### src/rtl/frame_sequencer.sv
// frame_sequencer: Moore FSM that steps the game datapath through one frame
// (idle wait, move generation, collision check, link/enemy update, three draw
// passes) and counts completed frames.
// Optional watchdog: define FRAME_SEQ_TIMEOUT_EN to bound the dwell in every
// done-wait state to TIMEOUT_CYCLES and raise a sticky timeout_err.
module frame_sequencer #(
    parameter logic [19:0] TIMEOUT_CYCLES = 20'd1000000
) (
    input  logic        clock,
    input  logic        reset,
    input  logic        pause,
    input  logic        idle_done,
    input  logic        check_collide_done,
    input  logic        draw_map_done,
    input  logic        draw_link_done,
    input  logic        draw_enemies_done,
    output logic        init,
    output logic        idle,
    output logic        gen_move,
    output logic        check_collide,
    output logic        apply_act_link,
    output logic        move_enemies,
    output logic        draw_map,
    output logic        draw_link,
    output logic        draw_enemies,
    output logic [15:0] frame_count,
    output logic [3:0]  state,
    output logic        timeout_err
);

    typedef enum logic [3:0] {
        S_INIT          = 4'd0,
        S_IDLE          = 4'd1,
        S_GEN_MOVE      = 4'd2,
        S_CHECK_COLLIDE = 4'd3,
        S_APPLY_LINK    = 4'd4,
        S_MOVE_ENEMIES  = 4'd5,
        S_DRAW_MAP      = 4'd6,
        S_DRAW_LINK     = 4'd7,
        S_DRAW_ENEMIES  = 4'd8
    } state_t;

    state_t        state_q, state_d;
    logic [15:0]   frame_count_q, frame_count_d;
    // Cycles spent in the current wait state; zero means first cycle, which
    // is what lets a done left high from the previous step be ignored.
    logic [19:0]   dwell_q, dwell_d;
    logic          is_wait;
    logic          done_sel;
    logic          expired;
    logic          advance;

    // Select the done input that belongs to the current wait state
    always_comb begin
        is_wait  = 1'b0;
        done_sel = 1'b0;
        case (state_q)
            S_CHECK_COLLIDE: begin is_wait = 1'b1; done_sel = check_collide_done; end
            S_DRAW_MAP:      begin is_wait = 1'b1; done_sel = draw_map_done;      end
            S_DRAW_LINK:     begin is_wait = 1'b1; done_sel = draw_link_done;     end
            S_DRAW_ENEMIES:  begin is_wait = 1'b1; done_sel = draw_enemies_done;  end
            default:         begin is_wait = 1'b0; done_sel = 1'b0;               end
        endcase
    end

`ifdef FRAME_SEQ_TIMEOUT_EN
    logic timeout_err_q, timeout_err_d;
    assign expired     = is_wait && (dwell_q == TIMEOUT_CYCLES - 20'd1);
    assign timeout_err = timeout_err_q;
`else
    logic unused_timeout;
    assign unused_timeout = ^TIMEOUT_CYCLES;
    assign expired        = 1'b0;
    assign timeout_err    = 1'b0;
`endif

    assign advance = is_wait && ((done_sel && (dwell_q != 20'd0)) || expired);

    // Next-state, frame counter and dwell counter logic
    always_comb begin
        state_d       = state_q;
        frame_count_d = frame_count_q;
        dwell_d       = dwell_q;
`ifdef FRAME_SEQ_TIMEOUT_EN
        timeout_err_d = timeout_err_q | expired;
`endif
        case (state_q)
            S_INIT:          state_d = S_IDLE;
            S_IDLE:          if (idle_done && !pause) state_d = S_GEN_MOVE;
            S_GEN_MOVE:      state_d = S_CHECK_COLLIDE;
            S_CHECK_COLLIDE: if (advance) state_d = S_APPLY_LINK;
            S_APPLY_LINK:    state_d = S_MOVE_ENEMIES;
            S_MOVE_ENEMIES:  state_d = S_DRAW_MAP;
            S_DRAW_MAP:      if (advance) state_d = S_DRAW_LINK;
            S_DRAW_LINK:     if (advance) state_d = S_DRAW_ENEMIES;
            S_DRAW_ENEMIES:  if (advance) begin
                state_d       = S_IDLE;
                frame_count_d = frame_count_q + 16'd1;
            end
            default:         state_d = S_INIT;
        endcase

        if (state_d != state_q) begin
            dwell_d = 20'd0;
        end else if (is_wait) begin
`ifdef FRAME_SEQ_TIMEOUT_EN
            dwell_d = dwell_q + 20'd1;
`else
            // Only "first cycle or not" matters here, so saturate at one
            dwell_d = (dwell_q == 20'd0) ? 20'd1 : dwell_q;
`endif
        end
    end

    // State, counter and watchdog registers
    always_ff @(posedge clock or posedge reset) begin
        if (reset) begin
            state_q       <= S_INIT;
            frame_count_q <= 16'd0;
            dwell_q       <= 20'd0;
`ifdef FRAME_SEQ_TIMEOUT_EN
            timeout_err_q <= 1'b0;
`endif
        end else begin
            state_q       <= state_d;
            frame_count_q <= frame_count_d;
            dwell_q       <= dwell_d;
`ifdef FRAME_SEQ_TIMEOUT_EN
            timeout_err_q <= timeout_err_d;
`endif
        end
    end

    // Control strobes decoded from the state register alone
    assign init           = (state_q == S_INIT);
    assign idle           = (state_q == S_IDLE);
    assign gen_move       = (state_q == S_GEN_MOVE);
    assign check_collide  = (state_q == S_CHECK_COLLIDE);
    assign apply_act_link = (state_q == S_APPLY_LINK);
    assign move_enemies   = (state_q == S_MOVE_ENEMIES);
    assign draw_map       = (state_q == S_DRAW_MAP);
    assign draw_link      = (state_q == S_DRAW_LINK);
    assign draw_enemies   = (state_q == S_DRAW_ENEMIES);
    assign frame_count    = frame_count_q;
    assign state          = state_q;

endmodule

### config.mk
export PLATFORM = sky130hd
export DESIGN_NAME = frame_sequencer
export DESIGN_NICKNAME = d
export VERILOG_FILES = /design/src/rtl/frame_sequencer.sv
export SDC_FILE = /design/constraint.sdc
export NUM_CORES = 1
export LEC_CHECK = 0
export CAP_MARGIN = 30
export CORE_ASPECT_RATIO = 1.25
export CORE_UTILIZATION = 46
export DETAILED_ROUTE_END_ITERATION = 12
export GPL_ROUTABILITY_DRIVEN = 0
export HOLD_SLACK_MARGIN = 0.02
export PLACE_DENSITY = 0.78
export RECOVER_POWER = 25
export SLEW_MARGIN = 20
export SYNTH_ARGS = -nofsm -noshare
export SYNTH_HDL_FRONTEND = slang
export SYNTH_SLANG_ARGS = --single-unit
### constraint.sdc
create_clock -name clock -period 1.76 [get_ports clock]
set_input_delay 0.352 -clock clock [delete_from_list [all_inputs] [get_ports clock]]
set_output_delay 0.352 -clock clock [all_outputs]
set_load 0.005 [all_outputs]
==> run metrics, run 1 <==
number of synthesized flops with an enable pin 0; I/O pins 38; Peak VDD IR 721 µV; via count of the first global-routing pass ~1100; kind of end point of the critical path flip-flop; Hold Crit Start frame_count[13]$_DFFE_PP0P_; count of endpoints failing hold in the final timing report 0; synthesized netlist cell count 117; Synth Area in Compound Gates 0.120; Worst Setup SP state[3]$_DFF_PP0_; leading cell types in the layout, fill and taps excluded clkdlybuf4s50_1 (23), buf_4 (19), dfrtp_1 (17); # setup viols final 16; share of synthesized flip-flops with an asynchronous set or reset 1.00; main combinational cell family by area after synthesis simple AND/OR/NAND/NOR gates; power dissipated by switching net loads 823 µW; crit path buf inv count 3; Yosys warnings 0; number of antenna violations at the first check in global routing 0; post-synthesis instance area 1200 µm²; library cell occupying the most area in the post-synthesis netlist dfrtp_1; leading cell types by total area after synthesis dfrtp_1 (44%), xnor2_1 (8.0%), nand4_1 (4.2%), xor2_1 (3.6%), nor3_1 (2.9%); reg-to-reg startpoint state[3]$_DFF_PP0_; diode count 0; leakage ~0.00089 µW; die width 47.8 µm; Max Transition Viols Final 0; setup skew after layout about 0.0036 ns; final HPWL from detailed placement 2060 µm; share of power burned in registers 0.293; share of synthesized cell area in full adder, half adder and majority cells 0.0104; final cell utilization of the core 0.770; maximum number of pins on one net before global-route repair 22; synthesis-to-layout area growth 57.0%; simple-gate portion of the synthesized area 0.240; routed wire length about 3400 µm; post-synth cell types 34; family with the most delay on the worst path compound AO/OA/AOI/OAI gates; slowest stage cell on the critical path dfrtp_2; footprint of the flip-flops and latches around 530 µm²; Total Die Area 2830 µm²; Initial Util 0.491; setup repair after global routing missed its margin true; startpoint types flip-flop; Clock power frac 0.109; die outline height 59.2 µm; average cell area after synthesis 10.3 µm²; violations in the final reports setup timing; register bit count reported by yosys 21; DRC violation count after routing 0; Post-Place Cell Area approximately 1600 µm²; global route total overflow 0; proportion of power drawn by combinational gates 0.598; worst-margin pin slew 1.13 ns; vias per std cell 5.54; area of all placed cells without fillers ~1900 µm²; number of buffers added to fix hold violations after cts 0; commonest non-fill, non-tap cell in the layout clkdlybuf4s50_1; max-cap violations 0; clock-pin transition on the worst setup and hold timing paths roughly 0.12 ns; first-pass GRT wire length 4690 µm; total track usage 0.235; via count 1175; detail-routed net length per standard cell 15.9 µm; number of DRC markers after the initial detailed-route iteration 35; area occupied by multi-input gates 706 µm²; area share of the largest cell type after synthesis 0.437; net total in the final layout 189; xor/xnor share of the synthesized area 0.116; power density over the cells 1150 nW/µm²; depth of the CTS H-tree 1; minimum hold slack 0.511 ns; summed negative setup slack over all endpoints -0.737 ns; clock sink count 21; Hold WC Path Type reg2reg; CTS tree yes; DRT Pass-1 Iters 4; result of the run complete, but fails checks; minimum clock period approximately 1.9 ns; Critical Path Fanout Max 5; final worst-path setup slack -0.105 ns; share of cell area taken by muxes after synthesis 0.00832; clk buf depth 2; Arr. time, crit path 2.09 ns; post-route fraction of the period consumed by the critical path 1.06; share of cells above drive strength 1 0.380; critical path data required time 1.99 ns; residual antenna-violating net count after detailed routing 0; crit-path max cell delay about 0.44 ns; total power of the final layout 2170 µW; top flip-flop cell by instance count after synthesis dfrtp_1; site row count 20; critical-path cell list buf_6, buf_6, nor4b_4, buf_4, and2_4, o31a_4, xnor2_2, o221ai_2; most numerous cell on the critical path buf_6; IO buf count 36; fill cell total of the finished layout 179; Skew-Pair Late Insertion Delay 0.31 ns; core region area 2450 µm²; Max Fclk 0.536 GHz; class of the most critical setup path reg2reg; CTS Root Buffer Type clkbuf_4; switching share of power 0.379; clock buffers created by TritonCTS 3; net count of the mapped netlist around 130; Rel. slew slack 0.246; sequential element share of the synthesized area 0.437; design internal power 1350 µW
[state kept, by name, summed over array words and instances, names as in the netlist]
register and flops:
frame_count 16, dwell_q 1, state 4
[through the flow]
step | setup slack [ns] | cells
after floorplan | 0.0938 | 117
after global placement | -0.140 | 191
after detailed placement | -0.176 | 191
after CTS | -0.0856 | 209
after global routing | -0.161 | 212
final | -0.105 | 212
[worst register-to-register path, cell delays in order (launching register included)]
cell      delay, ns
dfrtp_2        0.44
buf_6          0.12
buf_6          0.11
nor4b_4        0.13
buf_4          0.15
and2_4         0.15
o31a_4         0.36
xnor2_2        0.14
o221ai_2       0.17
[routing by layer]
metal  vias up  GRT usage  part of all wire
met3         7     0.0305             0.045
met1       588      0.254              0.39
li1        539          -                 -
met5         -          0                 0
met4         0     0.0992             0.016
met2        41      0.431              0.55
[final timing paths]
path,end,slack [ns],cells after the start
worst max-delay path,state[0]$_DFF_PP0_,-0.10,8
worst min-delay path,frame_count[13]$_DFFE_PP0P_,0.51,1
worst max register to register,state[0]$_DFF_PP0_,-0.10,8
worst min register to register,frame_count[13]$_DFFE_PP0P_,0.51,1
max in group asynchronous,state[2]$_DFF_PP0_,0.19,3
min in group asynchronous,frame_count[5]$_DFFE_PP0P_,0.82,3
[Yosys cell counts, drive strengths merged, types with 3 or more instances]
master  instances
nand3           6
nor3            7
nand2           8
nor2            5
nand4           8
and2            3
dfrtp          21
a21oi           7
buf             6
inv             6
xor2            5
xnor2          11
[timing repair]
action	4_1_cts	5_1_grt
setup buffers	14	3
setup endpoints to repair	22	27
cloned	0	0
resized for setup	44	24
pin swaps	5	14
[power groups by stage]
stage,sequential (µW),combinational [µW],clock [µW]
detailed placement,703,897,0
CTS,627,1210,238
global placement,701,869,0
finish,635,1300,238
floorplan,641,551,0
global route,642,1390,263
[cells by family (layout without fill, tap and decap cells)]
family | count (synthesis) | after routing
compound gates | 16 | 16
mux | 1 | 1
xor+xnor | 16 | 16
fa+ha+maj | 1 | 1
simple gates | 48 | 48
buf+inv | 13 | 75
flops | 21 | 21
other cells | 1 | 1
[layout make-up]
| type | instances | share of cell area |
|---|---|---|
| multi-input combinational | 83 | 0.374 |
| timing repair buffer | 65 | 0.297 |
| clock buffer | 3 | 0.0119 |
| inverter | 6 | 0.0119 |
| tap | 33 | 0.0219 |
| sequential | 21 | 0.281 |
| clock inverter | 1 | 0.00265 |
Note: power is estimated with default switching activity, not from simulation.
==> run 2, diff against run 1 <==
--- a/config.mk
+++ b/config.mk
@@ -5,13 +5,13 @@
 export SDC_FILE = /design/constraint.sdc
 export NUM_CORES = 1
 export LEC_CHECK = 0
-export CAP_MARGIN = 30
+export CAP_MARGIN = 15
 export CORE_ASPECT_RATIO = 1.25
 export CORE_UTILIZATION = 46
 export DETAILED_ROUTE_END_ITERATION = 12
 export GPL_ROUTABILITY_DRIVEN = 0
 export HOLD_SLACK_MARGIN = 0.02
-export PLACE_DENSITY = 0.78
+export PLACE_DENSITY = 0.8
 export RECOVER_POWER = 25
 export SLEW_MARGIN = 20
 export SYNTH_ARGS = -nofsm -noshare
==> run metrics, run 2 (synthesis results as in run 1) <==
net total in the final layout 189 (unchanged); worst-margin pin slew 1.14 ns (+0.00688 ns); Peak VDD IR 724 µV (+0.31%); routed wire length 3620 µm (+7.7%); max-cap violations 0 (unchanged); total track usage 0.253 (+0.0189); post-route insts no fill 212 (unchanged); number of DRC markers after the initial detailed-route iteration 29 (-17%); number of antenna violations at the first check in global routing 0 (unchanged); leakage 0.000954 µW (+6.7%); setup repair after global routing missed its margin true; clock-pin transition on the worst setup and hold timing paths 0.12 ns (about the same); detail-routed net length per standard cell 17.1 µm (+7.7%); number of cells traversed by the worst hold path 1 (unchanged); number of buffers added to fix hold violations after cts 0 (unchanged); critical path data required time 1.99 ns (about the same); first-pass GRT wire length 5040 µm (+7.6%); fill cell total of the finished layout 164 (-8.4%); die outline height 59.2 µm (unchanged); maximum number of pins on one net before global-route repair 22 (unchanged); final HPWL from detailed placement 2110 µm (+2.4%); Hold WC Path Type reg2reg; core region area 2450 µm² (unchanged); Placed Instances 192 (+0.52%); Total Die Area 2830 µm² (unchanged); IO buf count 36 (unchanged); I/O pins 38 (unchanged); Max Transition Viols Final 0 (unchanged); minimum clock period 1.80 ns (-0.0604 ns); violations in the final reports setup timing; Rel. slew slack 0.241 (-0.00459); CTS tree yes; Arr. time, crit path 2.04 ns (-0.05 ns); area occupied by multi-input gates 751 µm² (+6.4%); reg2reg path depth 8 (unchanged); commonest non-fill, non-tap cell in the layout clkdlybuf4s50_1; setup skew after layout 0.00466 ns (+0.00104 ns); synthesis-to-layout area growth 64.1%; die width 47.8 µm (unchanged); final worst-path setup slack -0.0442 ns (+0.0604 ns); Initial Util 0.491 (unchanged); share of cells above drive strength 1 0.419 (+0.0391); startpoint types flip-flop; # setup viols final 7 (-9); depth of the CTS H-tree 1 (unchanged); leading cell types in the layout, fill and taps excluded clkdlybuf4s50_1 (22), dfrtp_1 (16), buf_4 (16); post-route fraction of the period consumed by the critical path 1.03 (-0.0343); number of flip-flops under the largest register name 16 (unchanged); residual antenna-violating net count after detailed routing 0 (unchanged); kind of end point of the critical path flip-flop; Max Fclk 0.554 GHz (+3.3%); footprint of the flip-flops and latches 532 µm² (+0.24%); DRC violation count after routing 0 (unchanged); via count of the first global-routing pass 1153 (+4.2%); clock buffers created by TritonCTS 3 (unchanged); Skew-Pair Late Insertion Delay 0.31 ns (about the same); result of the run complete, but fails checks; global route total overflow 0 (unchanged); vias per std cell 5.60 (+1.0%); clock sink count 21 (unchanged); clk buf depth 2 (unchanged); diode count 0 (unchanged); Critical Path Fanout Max 6 (+1); count of endpoints failing hold in the final timing report 0 (unchanged); via count 1187 (+1.0%); DRT Pass-1 Iters 4 (unchanged); site row count 20 (unchanged); power density over the cells 1150 nW/µm² (+0.50%); summed negative setup slack over all endpoints -0.151 ns (+0.586 ns); class of the most critical setup path reg2reg; CTS Root Buffer Type clkbuf_4
==> run 2: cell count changes in the layout (fill, tap and decap cells not counted), moves of 2 or more <==
| cell | before | now |
|---|---|---|
| buf_4 | 19 | 16 |
| buf_6 | 7 | 10 |
| dlymetal6s2s_1 | 0 | 3 |
| clkbuf_2 | 4 | 2 |
| nand3_1 | 5 | 3 |
| nand3_2 | 1 | 3 |
| nor3_1 | 2 | 0 |
==> run 2: where the power goes <==
part / internal (µW) / switching (µW)
Clock: 85.1 / 156
Combinational: 748 / 637
Sequential: 556 / 98.2
==> run 2: layout make-up <==
class / count / share of cell area
inverter: 6 / 0.0114
tap: 33 / 0.0209
clock buffer: 3 / 0.0114
sequential: 21 / 0.269
timing repair buffer: 65 / 0.305
clock inverter: 1 / 0.00253
multi-input combinational: 83 / 0.380
==> run 2: final timing paths <==
path                                               end  slack, ns                   startpoint
max                                 state[0]$_DFF_PP0_      -0.04           state[0]$_DFF_PP0_
max in group asynchronous           state[3]$_DFF_PP0_       0.19                        reset
max reg2reg                         state[0]$_DFF_PP0_      -0.04           state[0]$_DFF_PP0_
min                        frame_count[15]$_DFFE_PP0P_       0.50  frame_count[15]$_DFFE_PP0P_
min reg2reg                frame_count[15]$_DFFE_PP0P_       0.50  frame_count[15]$_DFFE_PP0P_
min in group asynchronous   frame_count[4]$_DFFE_PP0P_       0.82                        reset
==> run 2: metal layers <==
metal | routed length [µm] | vias to the layer above | track usage
met4 | 74 | 0 | 0.115
li1 | - | 538 | -
met5 | 0 | - | 0
met2 | 1950 | 49 | 0.463
met3 | 194 | 9 | 0.0335
met1 | 1400 | 591 | 0.273
==> run 2: metrics by stage <==
step | instance area [µm²] | util | power (µW) | worst slack [ns] | hold slack [ns]
after detailed placement | 1650 | 0.671 | 1600 | -0.198 | 0.474
after floorplan | 1200 | - | 1190 | 0.0938 | 0.329
after global routing | 1980 | 0.806 | 2410 | -0.103 | 0.517
after global placement | 1650 | 0.671 | 1560 | -0.125 | 0.469
after CTS | 1800 | 0.734 | 2000 | -0.205 | 0.358
final | 1980 | 0.806 | 2280 | -0.0442 | 0.495
==> run 2: what timing repair did <==
item / 4_1_cts / 5_1_grt
endpoints found under the setup margin: 16 / 30
resized for setup: 43 / 36
gates cloned: 0 / 1
pin swaps: 9 / 9
buffers inserted: 11 / 6
==> run 2: worst max-delay path: stages (launching register included) <==
cell	delay, ns
dfrtp_2	0.46
buf_12	0.14
buf_6	0.10
nand3b_1	0.12
a21oi_4	0.10
buf_6	0.12
o31a_4	0.38
xnor2_2	0.13
o221ai_1	0.17
==> run 3, diff against run 2 <==
--- a/config.mk
+++ b/config.mk
@@ -5,7 +5,7 @@
 export SDC_FILE = /design/constraint.sdc
 export NUM_CORES = 1
 export LEC_CHECK = 0
-export CAP_MARGIN = 15
+export CAP_MARGIN = 5
 export CORE_ASPECT_RATIO = 1.25
 export CORE_UTILIZATION = 46
 export DETAILED_ROUTE_END_ITERATION = 12
==> results of run 3 <==
The final DEF is identical to that of run 2; final timing and power are the same.
